### src/rtl/ws2812_pkg.sv
// Shared types and default 50 MHz timing for the WS2812 frame controller.
package ws2812_pkg;

    localparam int GRB_W = 24;

    localparam int DEF_NUM_LEDS = 16;
    localparam int DEF_T_BIT    = 63;
    localparam int DEF_T0H      = 20;
    localparam int DEF_T1H      = 40;
    localparam int DEF_T_RESET  = 4000;

    typedef enum logic [1:0] {
        IDLE  = 2'd0,
        LOAD  = 2'd1,
        SEND  = 2'd2,
        LATCH = 2'd3
    } state_t;

    // One counter serves both the bit period and the latch gap.
    function automatic int cyc_width(input int t_bit, input int t_reset);
        return $clog2(((t_bit > t_reset) ? t_bit : t_reset) + 1);
    endfunction

endpackage

### src/rtl/ws2812_frame_controller_if.sv
// Host-side register interface: pixel writes, frame requests and status.
interface ws2812_frame_controller_if #(
    parameter int ADDR_W = 4
);
    logic                         wr_en;
    logic [ADDR_W-1:0]            wr_addr;
    logic [ws2812_pkg::GRB_W-1:0] wr_data;
    logic                         start;
    logic                         auto_refresh;
    logic                         busy;
    logic                         done;

    modport master (
        output wr_en, wr_addr, wr_data, start, auto_refresh,
        input  busy, done
    );

    modport slave (
        input  wr_en, wr_addr, wr_data, start, auto_refresh,
        output busy, done
    );
endinterface

### src/rtl/ws2812_bit_encoder.sv
// Serialises one GRB word at a time into WS2812 high/low pulses and times the latch gap.
module ws2812_bit_encoder
    import ws2812_pkg::*;
#(
    parameter int T_BIT   = DEF_T_BIT,
    parameter int T0H     = DEF_T0H,
    parameter int T1H     = DEF_T1H,
    parameter int T_RESET = DEF_T_RESET
) (
    input  logic             clk_clk,
    input  logic             reset_reset_n,
    input  state_t           state_s,
    input  state_t           state_next_s,
    input  logic             load_s,
    input  logic [GRB_W-1:0] load_data_s,
    output logic             word_end_s,
    output logic             latch_end_s,
    output logic             dout
);

    localparam int CYC_W = cyc_width(T_BIT, T_RESET);
    localparam logic [CYC_W-1:0] BIT_LAST   = CYC_W'(T_BIT - 1);
    localparam logic [CYC_W-1:0] RESET_LAST = CYC_W'(T_RESET - 1);
    localparam logic [CYC_W-1:0] HIGH_0     = CYC_W'(T0H);
    localparam logic [CYC_W-1:0] HIGH_1     = CYC_W'(T1H);
    localparam logic [CYC_W-1:0] CYC_ONE    = CYC_W'(1);
    localparam logic [CYC_W-1:0] CYC_ZERO   = {CYC_W{1'b0}};
    localparam logic [4:0]       BIT_TOP    = 5'(GRB_W - 1);

    logic [GRB_W-1:0] shreg_r, shreg_s;
    logic [4:0]       bit_idx_r, bit_idx_s;
    logic [CYC_W-1:0] cyc_r, cyc_s;
    logic             bit_end_s;
    logic             dout_r, dout_s;

    // Next shift/counter values; dout is registered from them so it tracks the FSM state exactly.
    always_comb begin
        bit_end_s   = (state_s == SEND) && (cyc_r == BIT_LAST);
        word_end_s  = bit_end_s && (bit_idx_r == 5'd0);
        latch_end_s = (state_s == LATCH) && (cyc_r == RESET_LAST);
        shreg_s     = shreg_r;
        bit_idx_s   = bit_idx_r;
        cyc_s       = cyc_r;

        if (load_s) begin
            shreg_s   = load_data_s;
            bit_idx_s = BIT_TOP;
        end else if (bit_end_s) begin
            shreg_s   = {shreg_r[GRB_W-2:0], 1'b0};
            bit_idx_s = (bit_idx_r == 5'd0) ? 5'd0 : (bit_idx_r - 5'd1);
        end else begin
            shreg_s   = shreg_r;
            bit_idx_s = bit_idx_r;
        end

        case (state_s)
            SEND:    cyc_s = bit_end_s   ? CYC_ZERO : (cyc_r + CYC_ONE);
            LATCH:   cyc_s = latch_end_s ? CYC_ZERO : (cyc_r + CYC_ONE);
            default: cyc_s = CYC_ZERO;
        endcase

        dout_s = (state_next_s == SEND) && (cyc_s < (shreg_s[GRB_W-1] ? HIGH_1 : HIGH_0));
    end

    // Encoder state registers.
    always_ff @(posedge clk_clk or negedge reset_reset_n) begin
        if (!reset_reset_n) begin
            shreg_r   <= {GRB_W{1'b0}};
            bit_idx_r <= 5'd0;
            cyc_r     <= CYC_ZERO;
            dout_r    <= 1'b0;
        end else begin
            shreg_r   <= shreg_s;
            bit_idx_r <= bit_idx_s;
            cyc_r     <= cyc_s;
            dout_r    <= dout_s;
        end
    end

    assign dout = dout_r;

endmodule

### src/rtl/ws2812_frame_controller.sv
// WS2812 frame controller: pixel buffer, frame FSM and start arbitration around the bit encoder.
module ws2812_frame_controller
    import ws2812_pkg::*;
#(
    parameter int NUM_LEDS = DEF_NUM_LEDS,
    parameter int T_BIT    = DEF_T_BIT,
    parameter int T0H      = DEF_T0H,
    parameter int T1H      = DEF_T1H,
    parameter int T_RESET  = DEF_T_RESET,
    parameter int ADDR_W   = (NUM_LEDS > 1) ? $clog2(NUM_LEDS) : 1
) (
    input  logic                       clk_clk,
    input  logic                       reset_reset_n,
    ws2812_frame_controller_if.slave   host,
    output logic                       dout
);

    localparam logic [ADDR_W-1:0] LAST_PIX = ADDR_W'(NUM_LEDS - 1);
    localparam logic [ADDR_W-1:0] IDX_ONE  = ADDR_W'(1);
    localparam logic [ADDR_W-1:0] IDX_ZERO = {ADDR_W{1'b0}};
    localparam logic [ADDR_W:0]   NUM_PIX  = (ADDR_W + 1)'(NUM_LEDS);

    state_t            state_r, state_s;
    logic [ADDR_W-1:0] pix_idx_r, rd_idx_s;
    logic              pending_r, busy_r, done_r;
    logic [GRB_W-1:0]  pixel_r [NUM_LEDS];
    logic [GRB_W-1:0]  load_data_s;
    logic              last_pix_s, wr_ok_s, go_s, load_s;
    logic              word_end_s, latch_end_s;

    // Buffer read side: pixel 0 on LOAD, otherwise the pixel after the one on the wire.
    always_comb begin
        last_pix_s = (pix_idx_r == LAST_PIX);
        wr_ok_s    = host.wr_en && ({1'b0, host.wr_addr} < NUM_PIX);
        go_s       = pending_r || host.auto_refresh || host.start;
        load_s     = (state_r == LOAD) || (word_end_s && !last_pix_s);
        if ((state_r == LOAD) || last_pix_s) begin
            rd_idx_s = IDX_ZERO;
        end else begin
            rd_idx_s = pix_idx_r + IDX_ONE;
        end
        load_data_s = pixel_r[rd_idx_s];
    end

    // Frame FSM next-state logic.
    always_comb begin
        state_s = state_r;
        case (state_r)
            IDLE:    state_s = (host.start || host.auto_refresh) ? LOAD : IDLE;
            LOAD:    state_s = SEND;
            SEND:    state_s = (word_end_s && last_pix_s) ? LATCH : SEND;
            LATCH: begin
                if (latch_end_s) begin
                    state_s = go_s ? LOAD : IDLE;
                end else begin
                    state_s = LATCH;
                end
            end
            default: state_s = IDLE;
        endcase
    end

    // FSM, pixel index, pending request and registered status.
    always_ff @(posedge clk_clk or negedge reset_reset_n) begin
        if (!reset_reset_n) begin
            state_r   <= IDLE;
            pix_idx_r <= IDX_ZERO;
            pending_r <= 1'b0;
            busy_r    <= 1'b0;
            done_r    <= 1'b0;
        end else begin
            state_r <= state_s;
            busy_r  <= (state_s != IDLE);
            done_r  <= latch_end_s;
            if (state_r == LOAD) begin
                pix_idx_r <= IDX_ZERO;
            end else if (word_end_s && !last_pix_s) begin
                pix_idx_r <= pix_idx_r + IDX_ONE;
            end else begin
                pix_idx_r <= pix_idx_r;
            end
            // A start in the final latch cycle is served by go_s, so clearing here loses nothing.
            if (latch_end_s) begin
                pending_r <= 1'b0;
            end else if (host.start && (state_r != IDLE)) begin
                pending_r <= 1'b1;
            end else begin
                pending_r <= pending_r;
            end
        end
    end

    // Host pixel buffer writes.
    always_ff @(posedge clk_clk or negedge reset_reset_n) begin
        if (!reset_reset_n) begin
            for (int i = 0; i < NUM_LEDS; i++) begin
                pixel_r[i] <= {GRB_W{1'b0}};
            end
        end else if (wr_ok_s) begin
            pixel_r[host.wr_addr] <= host.wr_data;
        end else begin
            pixel_r <= pixel_r;
        end
    end

    assign host.busy = busy_r;
    assign host.done = done_r;

    ws2812_bit_encoder #(
        .T_BIT   (T_BIT),
        .T0H     (T0H),
        .T1H     (T1H),
        .T_RESET (T_RESET)
    ) u_encoder (
        .clk_clk       (clk_clk),
        .reset_reset_n (reset_reset_n),
        .state_s       (state_r),
        .state_next_s  (state_s),
        .load_s        (load_s),
        .load_data_s   (load_data_s),
        .word_end_s    (word_end_s),
        .latch_end_s   (latch_end_s),
        .dout          (dout)
    );

endmodule

### src/flat_wrapper.sv
// flat-port wrapper written by rule: the top's interface ports become plain ports
module ws2812_frame_controller_flat import ws2812_pkg::*;
#(
    parameter int NUM_LEDS = DEF_NUM_LEDS,
    parameter int T_BIT    = DEF_T_BIT,
    parameter int T0H      = DEF_T0H,
    parameter int T1H      = DEF_T1H,
    parameter int T_RESET  = DEF_T_RESET,
    parameter int ADDR_W   = (NUM_LEDS > 1) ? $clog2(NUM_LEDS) : 1
)
  (clk_clk, reset_reset_n, dout, host_wr_en, host_wr_addr, host_wr_data, host_start, host_auto_refresh, host_busy, host_done);
  ws2812_frame_controller_if #(.ADDR_W(ADDR_W)) host_i ();
  input  logic clk_clk;
  input  logic reset_reset_n;
  output logic dout;
  input wire logic [$bits(host_i.wr_en)-1:0] host_wr_en;
  input wire logic [$bits(host_i.wr_addr)-1:0] host_wr_addr;
  input wire logic [$bits(host_i.wr_data)-1:0] host_wr_data;
  input wire logic [$bits(host_i.start)-1:0] host_start;
  input wire logic [$bits(host_i.auto_refresh)-1:0] host_auto_refresh;
  output wire logic [$bits(host_i.busy)-1:0] host_busy;
  output wire logic [$bits(host_i.done)-1:0] host_done;
  assign host_i.wr_en = host_wr_en;
  assign host_i.wr_addr = host_wr_addr;
  assign host_i.wr_data = host_wr_data;
  assign host_i.start = host_start;
  assign host_i.auto_refresh = host_auto_refresh;
  assign host_busy = host_i.busy;
  assign host_done = host_i.done;
  ws2812_frame_controller #(.NUM_LEDS(NUM_LEDS), .T_BIT(T_BIT), .T0H(T0H), .T1H(T1H), .T_RESET(T_RESET), .ADDR_W(ADDR_W)) u_core (.clk_clk(clk_clk), .reset_reset_n(reset_reset_n), .host(host_i), .dout(dout));
endmodule
### config.mk
export PLATFORM = sky130hd
export DESIGN_NAME = ws2812_frame_controller_flat
export DESIGN_NICKNAME = d
export VERILOG_FILES = /design/src/rtl/ws2812_pkg.sv /design/src/rtl/ws2812_frame_controller_if.sv /design/src/rtl/ws2812_bit_encoder.sv /design/src/rtl/ws2812_frame_controller.sv /design/src/flat_wrapper.sv
export SDC_FILE = /design/constraint.sdc
export NUM_CORES = 1
export LEC_CHECK = 0
export CAP_MARGIN = 5
export CORE_UTILIZATION = 40
export CTS_CLUSTER_DIAMETER = 150
export DETAILED_ROUTE_END_ITERATION = 8
export PLACE_DENSITY_LB_ADDON = 0.1
export SYNTH_ARGS = -nofsm -noshare
export SYNTH_HDL_FRONTEND = slang
export SYNTH_SLANG_ARGS = --single-unit
### constraint.sdc
create_clock -name clk_clk -period 3.4 [get_ports clk_clk]
set_input_delay 0.51 -clock clk_clk [delete_from_list [all_inputs] [get_ports clk_clk]]
set_output_delay 0.51 -clock clk_clk [all_outputs]
set_load 0.01 [all_outputs]
* Word level (Yosys, flattened, before mapping) *
Index checks and enable logic that the tools add are counted.
Widths: inputs -> output; s select.

word-level totals
  flip-flop bits (word level) = 435
  bits in latches = 0
  memory bits (writable) = 0
  ROM bits = 0
  bits of input ports = 33
  output and inout bits = 3
  logic and storage cells = 88
  memories = 0

cells by class
  add/sub/neg operators = 3
  multipliers = 0
  div/mod/pow operators = 0
  magnitude comparators = 4
  equality and inequality tests = 7
  shift-type cells = 0
  mux-type cells = 25
  bitwise gates (word level) = 2
  reduce and logical (&&, ||, !) cells = 21

operators with widths
  kind                   count
  $bwmux 384             1
  $mux 24                5
  $bmux 24 s4            1
  $demux 24 s4           1
  $mux 12                2
  $pmux 12 s2            1
  $mux 5                 3
  $add 12x1->12 const B  1
  $eq 12x12->1 const B   1
  $eq 12x6->1 const B    1
  $lt 12x6->1            1
  $mux 4                 3
  $ge 5x5->1 const B     2
  $not 4->5              2
  $reduce_bool 2->1      5
  $logic_and 1x1->1      8
  $pmux 2 s4             1
  $eq 2x2->1 const B     3
  $mux 6                 1
  $logic_not 5->1        1
  $logic_or 1x1->1       5
  $lt 5x1->1 const B     1
  $mux 1                 5
  $sub 5x1->5 const B    1
  6 further kinds        6

* Depth between registers and ports, before layout *
  word-level depth = 11
  depth in mapped cells = 15
  mapped depth without buffers = 13

* Modules after synthesis *
A second synthesis with hierarchy kept.

unflattened totals
  cells, all modules = 1718
  area, all modules = 21145.3 µm²

by module, submodules not included
  module                   instances  cells an instance  area an instance (µm²)  sequential area each (µm²)
  ws2812_frame_controller  1          1492               18880.6                 9834.4
  ws2812_bit_encoder       1          226                2264.7                  1051.0

* Least setup slack after synthesis *
Ideal clock, no wire load.

  kind = register to register
  start point = reg u_core.pix_idx_r[1]
  end point = reg u_core.u_encoder.dout_r, in the netlist u_core.u_encoder.dout
  setup time = 0.111 ns
  data arrival time = 2.916 ns
  data required time = 3.289 ns
  slack = 0.373 ns
  stages on the path, launching flop included = 12
  buffers on the path = 0
  clock period less this slack = 3.027 ns
  path through = dfrtp_1 ha_1 nand3_2 and3_1 a2111oi_0 nor3_1 o31ai_2 inv_1 ha_1 and3_1 a21bo_2 a2111oi_2

between the ends
  word-level cells in the longest chain between the ends = 11
  elaborated cells between the ends (all ways) = 19
  classes of those cells = add/sub: 1; order compare: 1; eq/ne: 2; mux: 8; bitwise: 1; reduce/logical: 6

RTL lines
  what                                                                 RTL line                       source
  from (decl)                                                          ws2812_frame_controller.sv:24  logic [ADDR_W-1:0] pix_idx_r, rd_idx_s;
  from (signal assigned)                                               ws2812_frame_controller.sv:78  pix_idx_r <= pix_idx_r + IDX_ONE;
  from (signal assigned)                                               ws2812_frame_controller.sv:80  pix_idx_r <= pix_idx_r;
  parallel branches: the longest is 7 deep, another holds $add 4x1->4  -
  $mux 24 *                                                            ws2812_bit_encoder.sv:45       if (load_s) begin
  named net u_core.u_encoder.shreg_s[23]                               ws2812_bit_encoder.sv:30       logic [GRB_W-1:0] shreg_r, shreg_s;
  $mux 6 *                                                             ws2812_bit_encoder.sv:62       dout_s = (state_next_s == SEND) && (cyc_s < (shreg_s[GRB_W-1] ? HIGH_1 : HIGH_0));
  $lt 12x6->1 *                                                        ws2812_bit_encoder.sv:62
  $logic_and 1x1->1 *                                                  ws2812_bit_encoder.sv:62
  named net u_core.u_encoder.dout_s                                    ws2812_bit_encoder.sv:34       logic dout_r, dout_s;
  to (signal assigned)                                                 ws2812_bit_encoder.sv:76       dout_r <= dout_s;
  to (decl)                                                            ws2812_bit_encoder.sv:34

Mark *: on every way through the listed nets, which the timed path passes. The select of a mux whose other input is x is not followed.
A chain may end at the register's enable or synchronous reset.

* Worst setup path after layout *
  start point = reg u_core.pix_idx_r[0]
  end point = reg u_core.u_encoder.dout_r, in the netlist u_core.u_encoder.dout

Same word-level chain as after synthesis.

==> impl_metrics.json <==
{
  "holdWs_ns": 0.4986,
  "seqCellArea_um2": 10890,
  "ir_drop_mv": 0.3155,
  "critical_path_class": "reg -> reg",
  "remaining_drc_errors": 0,
  "utilization_pct": 46.51,
  "period_needed_ns": 3.227,
  "fin_skew_ns": 0.01895,
  "worstRegToRegCells": 12,
  "syn_to_final_growth_pct": 14.11,
  "timing.rr.start": "u_core.pix_idx_r[0]",
  "num_rows": 82,
  "grt_pass1_wl_um": 85460,
  "crit_fanout": 10,
  "viasPerCell": 5.704,
  "p_seq_share_pct": 48.8,
  "outcome": "complete, no violations",
  "fin_tns_setup_ns": 0,
  "ys_types": 67,
  "grt_usage_pct": 21.30,
  "maxCapViolations": 0,
  "p_clk_share_pct": 38.5,
  "yosysSeqAreaShare_pct": 53.02,
  "cts_max_path_buffers": 3,
  "hold_start": "u_core.pixel_r[306]",
  "initial_core_util_pct": 40.76,
  "slew_headroom_pct": 45.01,
  "die_w_um": 228.6,
  "r2r_slack_ns": 0.17,
  "ant_nets": 0,
  "clk-insertion-delay-late_ns": 0.59,
  "clockRootBuffer": "clkbuf_16",
  "setup_viol": 0,
  "ys_ff_latch": 435,
  "clk_pin_slew_ns": 0.06,
  "worstSetupEndpointType": "flop",
  "min_path_cells": 1,
  "portBuffers": 35,
  "syn_inst": 1576,
  "drtIter0Drc": 757,
  "power.density_nw_per_um2": 591.4,
  "drv_slew": 0,
  "finalCritPeriodShare_pct": 94.90,
  "worst_slew_pin_slew_ns": 0.8229,
  "synth.avg_cell_area_um2": 13.03,
  "cts_made_buffers": 49,
  "firstDrtPassIters": 4,
  "syn-num-nets": 1617,
  "fmax_mhz": 309.9,
  "globalplace.congestion": 0.8277,
  "cp-start-kind": "flop",
  "rr_endpoint": "u_core.u_encoder.dout",
  "cts_tree": "yes",
  "intPower_w": 0.01056,
  "routedWlPerCell_um": 23.80,
  "rsz0062_at_grt": "false",
  "sw_frac_of_total_pct": 23.79,
  "grt_pass1_vias": 13590,
  "coreArea_um2": 50380,
  "antenna_cells": 0,
  "min_to": "u_core.pixel_r[306]",
  "vias": 13070,
  "power_frac_comb_pct": 12.8,
  "switchingPower_w": 0.003296,
  "die_h_um": 228.6,
  "die_area_um2": 52240,
  "cts.sinks": 435,
  "fillers": 4568,
  "hold_violations": 0,
  "ys_warn_count": 0,
  "synth_edf_count": 0,
  "synthArstFlopShare_pct": 100.0,
  "htreeDepth": 2,
  "antenna_found_initial": 0,
  "post_cts_buffers": 0,
  "crit_start": "u_core.pix_idx_r[0]",
  "dpl.hpwl_um": 29640,
  "holdCritPathClass": "reg -> reg",
  "routed_wl_um": 54530,
  "multiInputGateArea_um2": 9055,
  "drive_gt1_share_pct": 36.01,
  "ioPinCount": 36,
  "worstPathArrival_ns": 3.70,
  "nNetsFinal": 1622,
  "leakagePower_nw": 9.419,
  "ys.flop_type": "dfrtp_1",
  "grt_overflow": 0,
  "cp_data_required_time_ns": 3.88,
  "grt_start_max_net_pins": 93,
  "netlist_area_um2": 20530
}
cell usage after synthesis (all sizes together), types with 8 or more instances:
| library cell | number | share of area [%] |
|---|---|---|
| o311ai | 38 | 1.6 |
| and3 | 21 | 0.64 |
| ha | 8 | 0.49 |
| o221ai | 38 | 1.6 |
| or2 | 10 | 0.30 |
| mux2 | 384 | 21 |
| a211oi | 23 | 0.87 |
| mux2i | 108 | 5.3 |
| a21boi | 15 | 0.55 |
| nand3 | 32 | 0.83 |
| clkbuf | 94 | 1.7 |
| mux4 | 19 | 2.1 |
| buf | 45 | 1.5 |
| a21oi | 10 | 0.24 |
| inv | 10 | 0.18 |
| o21ai | 8 | 0.19 |
| nand2b | 30 | 0.91 |
| dfrtp | 435 | 53 |
| nor2 | 58 | 1.1 |
| nand2 | 63 | 1.2 |
| nor3 | 37 | 0.90 |
| a2111oi | 12 | 0.58 |
cell families (layout without fill, tap and decap cells):
| kind of cell | count (synthesis) | in the layout | synth area share, % |
|---|---|---|---|
| and+or+nand+nor | 284 | 284 | 7.118 |
| DFF | 435 | 435 | 53.02 |
| buffers and inverters | 149 | 192 | 3.425 |
| xor gates and xnor gates | 14 | 14 | 0.5972 |
| AOI/OAI and AO/OA | 175 | 175 | 6.941 |
| muxes | 511 | 511 | 28.41 |
| adders and majority gates | 8 | 8 | 0.4876 |
worst max-delay path: stages, from the launching register on:
cell       delay, ns
dfrtp_2         0.48
ha_1            0.28
nand3_2         0.14
buf_4           0.18
nand3_4         0.18
o311a_1         0.34
nor3_1          0.22
o31ai_2         0.11
buf_4           0.15
ha_1            0.29
and3_1          0.18
a21bo_2         0.23
a2111oi_2       0.32
placed cells by master (no fill, tap or decap), types with 27 or more instances in the layout:
cell type        count
mux2_2             384
nor3_1              37
nor2_1              45
o221ai_1            38
clkdlybuf4s50_1     34
nand2_1             61
mux2i_1            108
buf_4               44
nand3_1             30
clkbuf_16           52
nand2b_1            27
dfrtp_1            434
o311ai_0            38
sequential cells by signal, indices dropped and copies added (netlist names):
name / count
u_core.pixel_r: 384
u_core.u_encoder.shreg_r: 24
u_core.u_encoder.cyc_r: 12
u_core.u_encoder.bit_idx_r: 5
u_core.pix_idx_r: 4
u_core.state_r: 2
u_core.host.busy: 1
u_core.host.done: 1
u_core.pending_r: 1
u_core.u_encoder.dout: 1
power by group through the flow:
stage	Clock, W	Combinational, W	Sequential [W]
2_1_floorplan	0	0.00137	0.00669
3_3_place_gp	0	0.00173	0.00680
3_5_place_dp	0	0.00179	0.00684
4_1_cts	0.00548	0.00180	0.00675
5_1_grt	0.00571	0.00196	0.00689
6_report	0.00533	0.00177	0.00676
worst max path at each step:
| stage | depth (start not counted) | slack, ns | to |
|---|---|---|---|
| floorplan | 11 | 0.37 | u_core.u_encoder.dout |
| global placement | 11 | 0.25 | u_core.u_encoder.dout |
| detailed placement | 11 | 0.24 | u_core.u_encoder.dout |
| CTS | 11 | 0.22 | u_core.u_encoder.dout |
| global route | 11 | 0.009 | u_core.u_encoder.dout |
| finish | 12 | 0.17 | u_core.u_encoder.dout |
area by class of cell:
type | instances | share of cell area, %
well taps | 672 | 3.589
inverters | 10 | 0.1602
flip-flops and latches | 435 | 46.47
clock inverters | 9 | 0.3151
clock buffers | 80 | 6.681
multi-input cells | 992 | 38.65
repair buffers | 93 | 4.134
per-layer routing:
layer	GRT usage, %	share of wire [%]
met3	3.069	3.7
met1	30.84	49
met5	0	0
met2	33.35	45
met4	5.579	2.3
repair_timing:
item | 4_1_cts | 5_1_grt
hold endpoints to repair | 11 | 0
hold buffers | 1 | 0
resized for setup | 0 | 3
endpoints found under the setup margin | 0 | 1
stage by stage:
step	instance area, µm²	setup slack, ns	power (W)	cells
global placement	21740	0.2465	0.008536	2200
detailed placement	21740	0.2397	0.008633	2200
floorplan	20530	0.3730	0.008059	1576
CTS	23390	0.2189	0.01403	2290
finish	23430	0.1733	0.01385	2291
global route	23430	0.009283	0.01456	2291
No activity file was read; power rests on OpenSTA's default activity.
